**config.mk**
```make
export PLATFORM = sky130hd
export DESIGN_NAME = ctrl_decode_stage
export DESIGN_NICKNAME = d
export VERILOG_FILES = /design/src/rtl/ctrl_decode_stage.sv
export SDC_FILE = /design/constraint.sdc
export NUM_CORES = 1
export LEC_CHECK = 0
export ABC_AREA = 1
export BUFFER_PORTS_ARGS = -buffer_cell sky130_fd_sc_hd__buf_2
export CAP_MARGIN = 15
export CORE_ASPECT_RATIO = 0.75
export CORE_MARGIN = 2
export CORE_UTILIZATION = 46
export CTS_BUF_LIST = sky130_fd_sc_hd__clkbuf_16
export CTS_CLUSTER_SIZE = 28
export DETAILED_ROUTE_END_ITERATION = 8
export GPL_TIMING_DRIVEN = 1
export PLACE_DENSITY = 0.8
export SLEW_MARGIN = 10
export SYNTH_ARGS = -nofsm -noshare
export SYNTH_HDL_FRONTEND = slang
export SYNTH_SLANG_ARGS = --single-unit
export TNS_END_PERCENT = 50
```
**constraint.sdc**
```tcl
create_clock -name clk -period 1.46 [get_ports clk]
set_input_delay 0 -clock clk [delete_from_list [all_inputs] [get_ports clk]]
set_output_delay 0 -clock clk [all_outputs]
set_load 0.01 [all_outputs]
```
**src/rtl/ctrl_decode_stage.sv**
```systemverilog
// ctrl_decode_stage: registered RV32I/RV64I control decoder sitting between
// IF/ID and execute. Decoded bundle is held in an output register with a
// valid/ready handshake; flush discards held or in-flight work.
// Optional macro CTRL_DECODE_MDU_EN builds M-extension decode plus a
// multi-cycle countdown sequencer; without it funct7=0x01 R-ops are illegal.
module ctrl_decode_stage #(
  parameter int RV64    = 1,
  parameter int MUL_LAT = 2,
  parameter int DIV_LAT = 8,
  parameter int CNT_W   = 4
) (
  input  logic        clk,
  input  logic        rst,
  input  logic        in_valid,
  output logic        in_ready,
  input  logic [31:0] instr,
  input  logic        flush,
  output logic        out_valid,
  input  logic        out_ready,
  output logic        reg_write,
  output logic        mem_to_reg,
  output logic        mem_read,
  output logic        mem_write,
  output logic        alu_src,
  output logic        jal,
  output logic        jalr,
  output logic        is_branch,
  output logic        auipc,
  output logic        word_op,
  output logic        load_unsigned,
  output logic        illegal,
  output logic [2:0]  branch_type,
  output logic [2:0]  imm_src,
  output logic [3:0]  alu_op,
  output logic [1:0]  mem_size,
  output logic [2:0]  mdu_op,
  output logic        busy
);

  localparam logic [3:0] ALU_R     = 4'd0;
  localparam logic [3:0] ALU_I     = 4'd1;
  localparam logic [3:0] ALU_S     = 4'd2;
  localparam logic [3:0] ALU_JAL   = 4'd3;
  localparam logic [3:0] ALU_LOAD  = 4'd4;
  localparam logic [3:0] ALU_BR    = 4'd5;
  localparam logic [3:0] ALU_LUI   = 4'd7;
  localparam logic [3:0] ALU_AUIPC = 4'd8;
  localparam logic [3:0] ALU_MDU   = 4'd9;

  localparam logic [2:0] IMM_I  = 3'd0;
  localparam logic [2:0] IMM_S  = 3'd1;
  localparam logic [2:0] IMM_SB = 3'd2;
  localparam logic [2:0] IMM_U  = 3'd3;
  localparam logic [2:0] IMM_UJ = 3'd4;

  localparam bit RV64_OK = (RV64 != 0);

  typedef struct packed {
    logic       reg_write;
    logic       mem_to_reg;
    logic       mem_read;
    logic       mem_write;
    logic       alu_src;
    logic       jal;
    logic       jalr;
    logic       is_branch;
    logic       auipc;
    logic       word_op;
    logic       load_unsigned;
    logic       illegal;
    logic [2:0] branch_type;
    logic [2:0] imm_src;
    logic [3:0] alu_op;
    logic [1:0] mem_size;
    logic [2:0] mdu_op;
  } ctl_t;

  logic [6:0] opcode;
  logic [2:0] funct3;
  logic [6:0] funct7;
  ctl_t       ctl_p0;
  logic       bad_p0;
  logic       dec_mdu;
  ctl_t       ctl_p1;
  logic       vld_p1;
  logic       idle;
  logic       mdu_long;
  logic       mdu_done;
  logic       xfer;
  logic       unused_bits;

  assign opcode = instr[6:0];
  assign funct3 = instr[14:12];
  assign funct7 = instr[31:25];
  // Register and immediate fields are consumed by the register file, not here.
  assign unused_bits = ^{instr[24:15], instr[11:7]};

  // Stage p0: combinational decode of the presented instruction.
  always_comb begin
    ctl_p0  = '0;
    bad_p0  = 1'b0;
    dec_mdu = 1'b0;
    case (opcode)
      7'h33, 7'h3B: begin
        if (opcode == 7'h3B && !RV64_OK) begin
          bad_p0 = 1'b1;
        end else if (funct7 == 7'h01) begin
`ifdef CTRL_DECODE_MDU_EN
          ctl_p0.reg_write = 1'b1;
          ctl_p0.alu_op    = ALU_MDU;
          ctl_p0.mdu_op    = funct3;
          ctl_p0.word_op   = (opcode == 7'h3B);
          dec_mdu          = 1'b1;
`else
          bad_p0 = 1'b1;
`endif
        end else begin
          ctl_p0.reg_write = 1'b1;
          ctl_p0.alu_op    = ALU_R;
          ctl_p0.word_op   = (opcode == 7'h3B);
        end
      end
      7'h13, 7'h1B: begin
        bad_p0           = (opcode == 7'h1B) && !RV64_OK;
        ctl_p0.reg_write = 1'b1;
        ctl_p0.alu_src   = 1'b1;
        ctl_p0.alu_op    = ALU_I;
        ctl_p0.imm_src   = IMM_I;
        ctl_p0.word_op   = (opcode == 7'h1B);
      end
      7'h03: begin
        bad_p0 = (funct3 == 3'b111) || (funct3 == 3'b011 && !RV64_OK);
        ctl_p0.reg_write     = 1'b1;
        ctl_p0.mem_to_reg    = 1'b1;
        ctl_p0.mem_read      = 1'b1;
        ctl_p0.alu_src       = 1'b1;
        ctl_p0.alu_op        = ALU_LOAD;
        ctl_p0.imm_src       = IMM_I;
        ctl_p0.mem_size      = funct3[1:0];
        ctl_p0.load_unsigned = funct3[2];
      end
      7'h23: begin
        bad_p0 = funct3[2] || (funct3 == 3'b011 && !RV64_OK);
        ctl_p0.mem_write = 1'b1;
        ctl_p0.alu_src   = 1'b1;
        ctl_p0.alu_op    = ALU_S;
        ctl_p0.imm_src   = IMM_S;
        ctl_p0.mem_size  = funct3[1:0];
      end
      7'h63: begin
        bad_p0 = (funct3 == 3'b010) || (funct3 == 3'b011);
        ctl_p0.is_branch   = 1'b1;
        ctl_p0.branch_type = funct3;
        ctl_p0.alu_op      = ALU_BR;
        ctl_p0.imm_src     = IMM_SB;
      end
      7'h6F: begin
        ctl_p0.reg_write = 1'b1;
        ctl_p0.jal       = 1'b1;
        ctl_p0.alu_op    = ALU_JAL;
        ctl_p0.imm_src   = IMM_UJ;
      end
      7'h67: begin
        bad_p0 = (funct3 != 3'b000);
        ctl_p0.reg_write = 1'b1;
        ctl_p0.jalr      = 1'b1;
        ctl_p0.alu_src   = 1'b1;
        ctl_p0.alu_op    = ALU_JAL;
        ctl_p0.imm_src   = IMM_I;
      end
      7'h37: begin
        ctl_p0.reg_write = 1'b1;
        ctl_p0.alu_src   = 1'b1;
        ctl_p0.alu_op    = ALU_LUI;
        ctl_p0.imm_src   = IMM_U;
      end
      7'h17: begin
        ctl_p0.reg_write = 1'b1;
        ctl_p0.alu_src   = 1'b1;
        ctl_p0.auipc     = 1'b1;
        ctl_p0.alu_op    = ALU_AUIPC;
        ctl_p0.imm_src   = IMM_U;
      end
      default: bad_p0 = 1'b1;
    endcase
    // An illegal instruction carries no enables, only the flag.
    if (bad_p0) begin
      ctl_p0         = '0;
      ctl_p0.illegal = 1'b1;
      dec_mdu        = 1'b0;
    end
  end

`ifdef CTRL_DECODE_MDU_EN
  typedef enum logic {IDLE, MDU} state_t;

  localparam logic [CNT_W-1:0] MUL_CNT = CNT_W'(MUL_LAT - 1);
  localparam logic [CNT_W-1:0] DIV_CNT = CNT_W'(DIV_LAT - 1);

  state_t           state_q;
  state_t           state_d;
  logic [CNT_W-1:0] cnt_q;
  logic [CNT_W-1:0] lat_cnt;

  // A latency of one needs no countdown and goes straight to the output.
  assign lat_cnt  = funct3[2] ? DIV_CNT : MUL_CNT;
  assign mdu_long = dec_mdu && (lat_cnt != '0);
  assign idle     = (state_q == IDLE);
  assign busy     = (state_q == MDU);
  assign mdu_done = (state_q == MDU) && (cnt_q == CNT_W'(1));

  // Sequencer next-state: enter countdown on a long MDU accept, leave on last tick.
  always_comb begin
    state_d = state_q;
    if (flush) begin
      state_d = IDLE;
    end else begin
      case (state_q)
        IDLE:    if (xfer && mdu_long) state_d = MDU;
        MDU:     if (cnt_q == CNT_W'(1)) state_d = IDLE;
        default: state_d = IDLE;
      endcase
    end
  end

  // Sequencer state register and countdown counter.
  always_ff @(posedge clk) begin
    if (rst) begin
      state_q <= IDLE;
      cnt_q   <= '0;
    end else begin
      state_q <= state_d;
      if (flush) begin
        cnt_q <= '0;
      end else if (xfer && mdu_long) begin
        cnt_q <= lat_cnt;
      end else if (state_q == MDU) begin
        cnt_q <= cnt_q - CNT_W'(1);
      end
    end
  end
`else
  logic unused_mdu;

  assign idle       = 1'b1;
  assign mdu_long   = 1'b0;
  assign mdu_done   = 1'b0;
  assign busy       = 1'b0;
  assign unused_mdu = dec_mdu ^ (MUL_LAT > DIV_LAT) ^ (CNT_W > 0);
`endif

  assign in_ready = !rst && !flush && idle && (!vld_p1 || out_ready);
  assign xfer     = in_valid && in_ready;

  // Stage p1: ID/EX output register; holds while valid and not consumed.
  always_ff @(posedge clk) begin
    if (rst) begin
      ctl_p1 <= '0;
      vld_p1 <= 1'b0;
    end else if (flush) begin
      vld_p1 <= 1'b0;
    end else if (xfer) begin
      ctl_p1 <= ctl_p0;
      vld_p1 <= !mdu_long;
    end else if (mdu_done) begin
      vld_p1 <= 1'b1;
    end else if (vld_p1 && out_ready) begin
      vld_p1 <= 1'b0;
    end
  end

  assign out_valid     = vld_p1;
  assign reg_write     = ctl_p1.reg_write;
  assign mem_to_reg    = ctl_p1.mem_to_reg;
  assign mem_read      = ctl_p1.mem_read;
  assign mem_write     = ctl_p1.mem_write;
  assign alu_src       = ctl_p1.alu_src;
  assign jal           = ctl_p1.jal;
  assign jalr          = ctl_p1.jalr;
  assign is_branch     = ctl_p1.is_branch;
  assign auipc         = ctl_p1.auipc;
  assign word_op       = ctl_p1.word_op;
  assign load_unsigned = ctl_p1.load_unsigned;
  assign illegal       = ctl_p1.illegal;
  assign branch_type   = ctl_p1.branch_type;
  assign imm_src       = ctl_p1.imm_src;
  assign alu_op        = ctl_p1.alu_op;
  assign mem_size      = ctl_p1.mem_size;
  assign mdu_op        = ctl_p1.mdu_op;

endmodule

```
# After elaboration in Yosys (flattened, before gate mapping)

Cells that the tools add are included.

Equal/unequal tests: 15
Muxes and demuxes: 21
Bitwise logic cells: 1
Reductions and logical operators: 21

Operators by type and width:

| kind                                           | number |
|---|---|
| == test 7 x 6 -> 1 bit (second input constant) | 4 |
| case mux 4 bit (7 select lines)                | 1 |
| 2-to-1 mux 27 bit                              | 1 |
| == test 7 x 5 -> 1 bit (second input constant) | 3 |
| == test 7 bit (second input constant)          | 3 |
| OR reduction 7 bit                             | 2 |
| 2-to-1 mux 1 bit                               | 12 |
| case mux 3 bit (4 select lines)                | 1 |
| OR reduction 2 bit                             | 6 |
| == test 7 x 1 -> 1 bit (second input constant) | 1 |
| == test 7 x 2 -> 1 bit (second input constant) | 1 |
| == test 3 x 2 -> 1 bit (second input constant) | 2 |
| case mux 1 bit (6 select lines)                | 1 |
| OR reduction 5 bit                             | 1 |
| logical AND 1 bit                              | 4 |
| 2-to-1 mux 2 bit                               | 2 |
| case mux 1 bit (2 select lines)                | 2 |
| == test 3 bit (second input constant)          | 1 |
| zero test 1 bit                                | 3 |
| 2-to-1 mux 3 bit                               | 1 |
| nonzero test 3 bit                             | 1 |
| logical OR 1 bit                               | 2 |
| AND reduction 2 bit                            | 1 |
| nonzero test 2 bit                             | 1 |
| NOT 1 bit                                      | 1 |

Register bits: 28
Input port bits: 37
Output and inout port bits: 30
Logic and storage cells: 76

# Longest topological paths before layout

Depth in word-level cells: 5
Mapped depth: 11
Mapped depth without buffers: 11

# Worst setup path after synthesis

Ideal clock, no wire load.

Path kind: reg2reg
From: register vld_p1, in the netlist out_valid
To: register ctl_p1, in the netlist illegal
Setup time: 0.108 ns
Arrival time: 1.209 ns
Required time: 1.352 ns
Path slack: 0.143 ns
Cell stages (with the launch flop): 10
Buffers on the path: 1
Period minus slack after synthesis: 1.317 ns
Path through: dfxtp_1 > inv_1 > nor2_1 > nor2_2 > nand2_1 > inv_2 > buf_4 > o21ai_0 > a31o_2 > inv_1

Word-level cells in the longest chain between the ends: 5

RTL lines:

| element                              | line | source |
|---|---|---|
| start: declaration                   | 85   | `logic vld_p1;` |
| start signal: assignment             | 264  | `vld_p1 <= !mdu_long;` |
| zero test 1 bit                      | 252  | `assign in_ready = !rst && !flush && idle && (!vld_p1 \|\| out_ready);` |
| logical OR 1 bit                     | 252  |  |
| logical AND 1 bit                    | 252  |  |
| via in_ready                         | 15   | `output logic in_ready,` |
| logical AND 1 bit                    | 253  | `assign xfer = in_valid && in_ready;` |
| AND reduction 2 bit (no source line) | n/a  |  |
| end signal: assignment               | 263  | `ctl_p1 <= ctl_p0;` |
| end: declaration                     | 84   | `ctl_t ctl_p1;` |

The timed path passes the listed nets, and every way through them passes these cells.
A chain may end at the register's enable or synchronous reset.

# Worst setup path after layout

From: register vld_p1, in the netlist out_valid
To: register ctl_p1, in the netlist alu_src

Word-level cells in the longest chain between the ends: 5

RTL lines:

| element                              | line |
|---|---|
| zero test 1 bit                      | 252 |
| logical OR 1 bit                     | 252 |
| logical AND 1 bit                    | 252 |
| logical AND 1 bit                    | 253 |
| AND reduction 2 bit (no source line) | n/a |

Every way passes these cells.

==> flow_summary.yaml <==
timing:
  clock.fmax_mhz: 773
  setup_tns_ps: 0
  slew_viol_final: 0
  setup_viol: 0
  finalCriticalPeriod_ps: 1290
  hold_viol: 0
  finalCritPeriodShare: 0.886
  skew_ps: 0.916
  rsz0062_at_grt: "no"
layout:
  layout-drive-gt1-share: 0.275
  largest_register_ff_count: 4
  diodes: 0
  regArea_um2: 480
  multiInputGateArea_um2: 742
  stdcell_count: 300
  layout_common_cells: "nand2_1 (58), buf_2 (47), nor2_1 (27), dfxtp_1 (24), inv_1 (23)"
  nets: 300
  final_common_cell: "nand2_1"
  synthToLayoutAreaGrowth_pct: 23.3
  fillers: 299
routing:
  drt_iter0_markers: 43
  routed-via-count: 1468
  drtPass1Iterations: 4
  wl_mm: 3.20
  via_per_inst: 4.89
  ant_nets: 0
  wl_per_cell_um: 10.7
  drcViolationCount: 0
synth:
  ys.flop_type: "dfxtp_1"
  avgSynthCellArea_um2: 6.46
  synth-seq-cells: 24
  yosysUniqueCellTypes: 21
  synth.cell_area_um2: 1400
  synth_edf_count: 0
  synth_area_leaders: "dfxtp_1 (34%), nand2_1 (16%), nor2_1 (7.3%), a21oi_1 (7.2%), inv_1 (6.2%)"
  async_flop_share: 0
  synth_top_area_frac: 0.344
  synthCells: 216
  ys.warnings.count: 0
  yosysSeqAreaShare: 0.344
  yosysTopAreaCell: "dfxtp_1"
global_route:
  track_usage: 0.192
  antenna_found_initial: 0
  grt.busiest_layer: "met2"
  grtUsageMet1: 0.238
  grt_max_degree: 23
  use_met2: 0.340
  grt_pass1_vias: 1271
  overflow: 0
  grt_pass1_wl_mm: 5.20
  met3_usage: 0.0476
power:
  p_clk_frac: 0.409
  p_leak_nw: 0.887
  p_int_mw: 1.09
  p_comb_frac: 0.120
  power.density_cell_area_nw_per_um2: 818
  finalPower_mw: 1.41
  switching_share: 0.229
  p_seq_frac: 0.471
  worst_ir_drop_vdd_mv: 0.715
  p_sw_mw: 0.323
floorplan:
  die_h_um: 51.7
  initial_core_util: 0.479
  rows: 17
  chipWidth_um: 67.6
  ioPinCount: 67
  core_um2: 2910
  die-area_um2: 3500
cts:
  cts_setup_buffers: 0
  clock-sinks: 24
  clockBufferDepth: 2
  numCtsBuffers: 3
  clkTransAtPathRegs_ps: 60
  cts_tree: "yes"
  htree_levels: 1
  insertion_delay_ps: 250
  cts_root_buf: "clkbuf_16"
job:
  drv_cap: 0
worst_setup_path:
  required_ps: 1650
  cp_data_arrival_time_ps: 1480
  worstSetupStartpointType: "flip-flop"
  critPathMaxFanout: 13
  cp-end-kind: "flip-flop"
  worst-setup-path-type: "flip-flop to flip-flop"
placed_design:
  dpl.cell_count: 295
  dp_hpwl_mm: 2.38
  port-buffer-count: 47
  gp_congestion: 0.924
run_status:
  outcome: "finished, final reports clean"
worst_hold_path:
  min_path_type: "input pin to flip-flop"
## critical path, stage by stage (launching register included)
cell     delay (ps)
dfxtp_1         310
inv_1            50
nor2_1           50
nor2_2          100
nand2_1          80
inv_2           140
buf_4           210
nand4_1         130
a21oi_1         150
## layout make-up
| type | instances | area share |
|---|---|---|
| Sequential cell | 24 | 0.279 |
| Multi-Input combinational cell | 156 | 0.431 |
| Timing Repair Buffer | 52 | 0.160 |
| Tap cell | 38 | 0.0276 |
| Clock inverter | 1 | 0.00218 |
| Clock buffer | 3 | 0.0436 |
| Inverter | 26 | 0.0567 |
## logic make-up after synthesis
family,share of synthesized area
other cells,0.00269
compound gates,0.0914
simple gates,0.429
flops,0.344
buf+inv,0.133
## repair_timing
item / 4_1_cts / 5_1_grt
hold endpoints to repair: 1 / 0
hold buffers: 1 / 0
gates resized for setup: 0 / 0
## power groups by stage
stage	clock network [mW]	registers, mW	logic (mW)
2_1_floorplan	0	0.681	0.111
6_report	0.577	0.663	0.168
4_1_cts	0.586	0.663	0.168
3_5_place_dp	0	0.678	0.165
5_1_grt	0.613	0.664	0.190
3_3_place_gp	0	0.677	0.161
## Yosys cell counts (2+ instances only)
cell type	n
nor2_4	4
inv_2	3
nand2_1	58
dfxtp_1	24
nor2_2	6
o21ai_0	2
inv_1	23
nor2_1	27
clkbuf_1	4
a21oi_1	20
nand2_2	2
buf_4	6
nand4_1	13
nand3_1	16
buf_6	2
## per-stage QoR
stage | area (µm²) | util | hold slack, ps | setup WS, ps
after floorplan | 1410 | - | 121 | 143
after CTS | 1720 | 0.591 | 33.1 | 159
after global placement | 1630 | 0.560 | 237 | 163
after global routing | 1720 | 0.591 | 38.6 | 5.65
after detailed placement | 1630 | 0.560 | 246 | 126
final | 1720 | 0.591 | 27.3 | 166
## worst paths after layout
kind,start,depth (start not counted),endpoint,slack (ps)
worst max-delay path,out_valid,8,alu_src,170
worst min-delay path,flush,4,out_valid,30
worst max register to register,out_valid,8,alu_src,170
worst min register to register,load_unsigned,2,load_unsigned,460
## layer usage
metal	up-vias	wire, µm
li1	773	-
met1	640	1540
met2	51	1420
met3	4	216
met4	0	31
met5	-	0
Power figures use the tool's default switching activity.
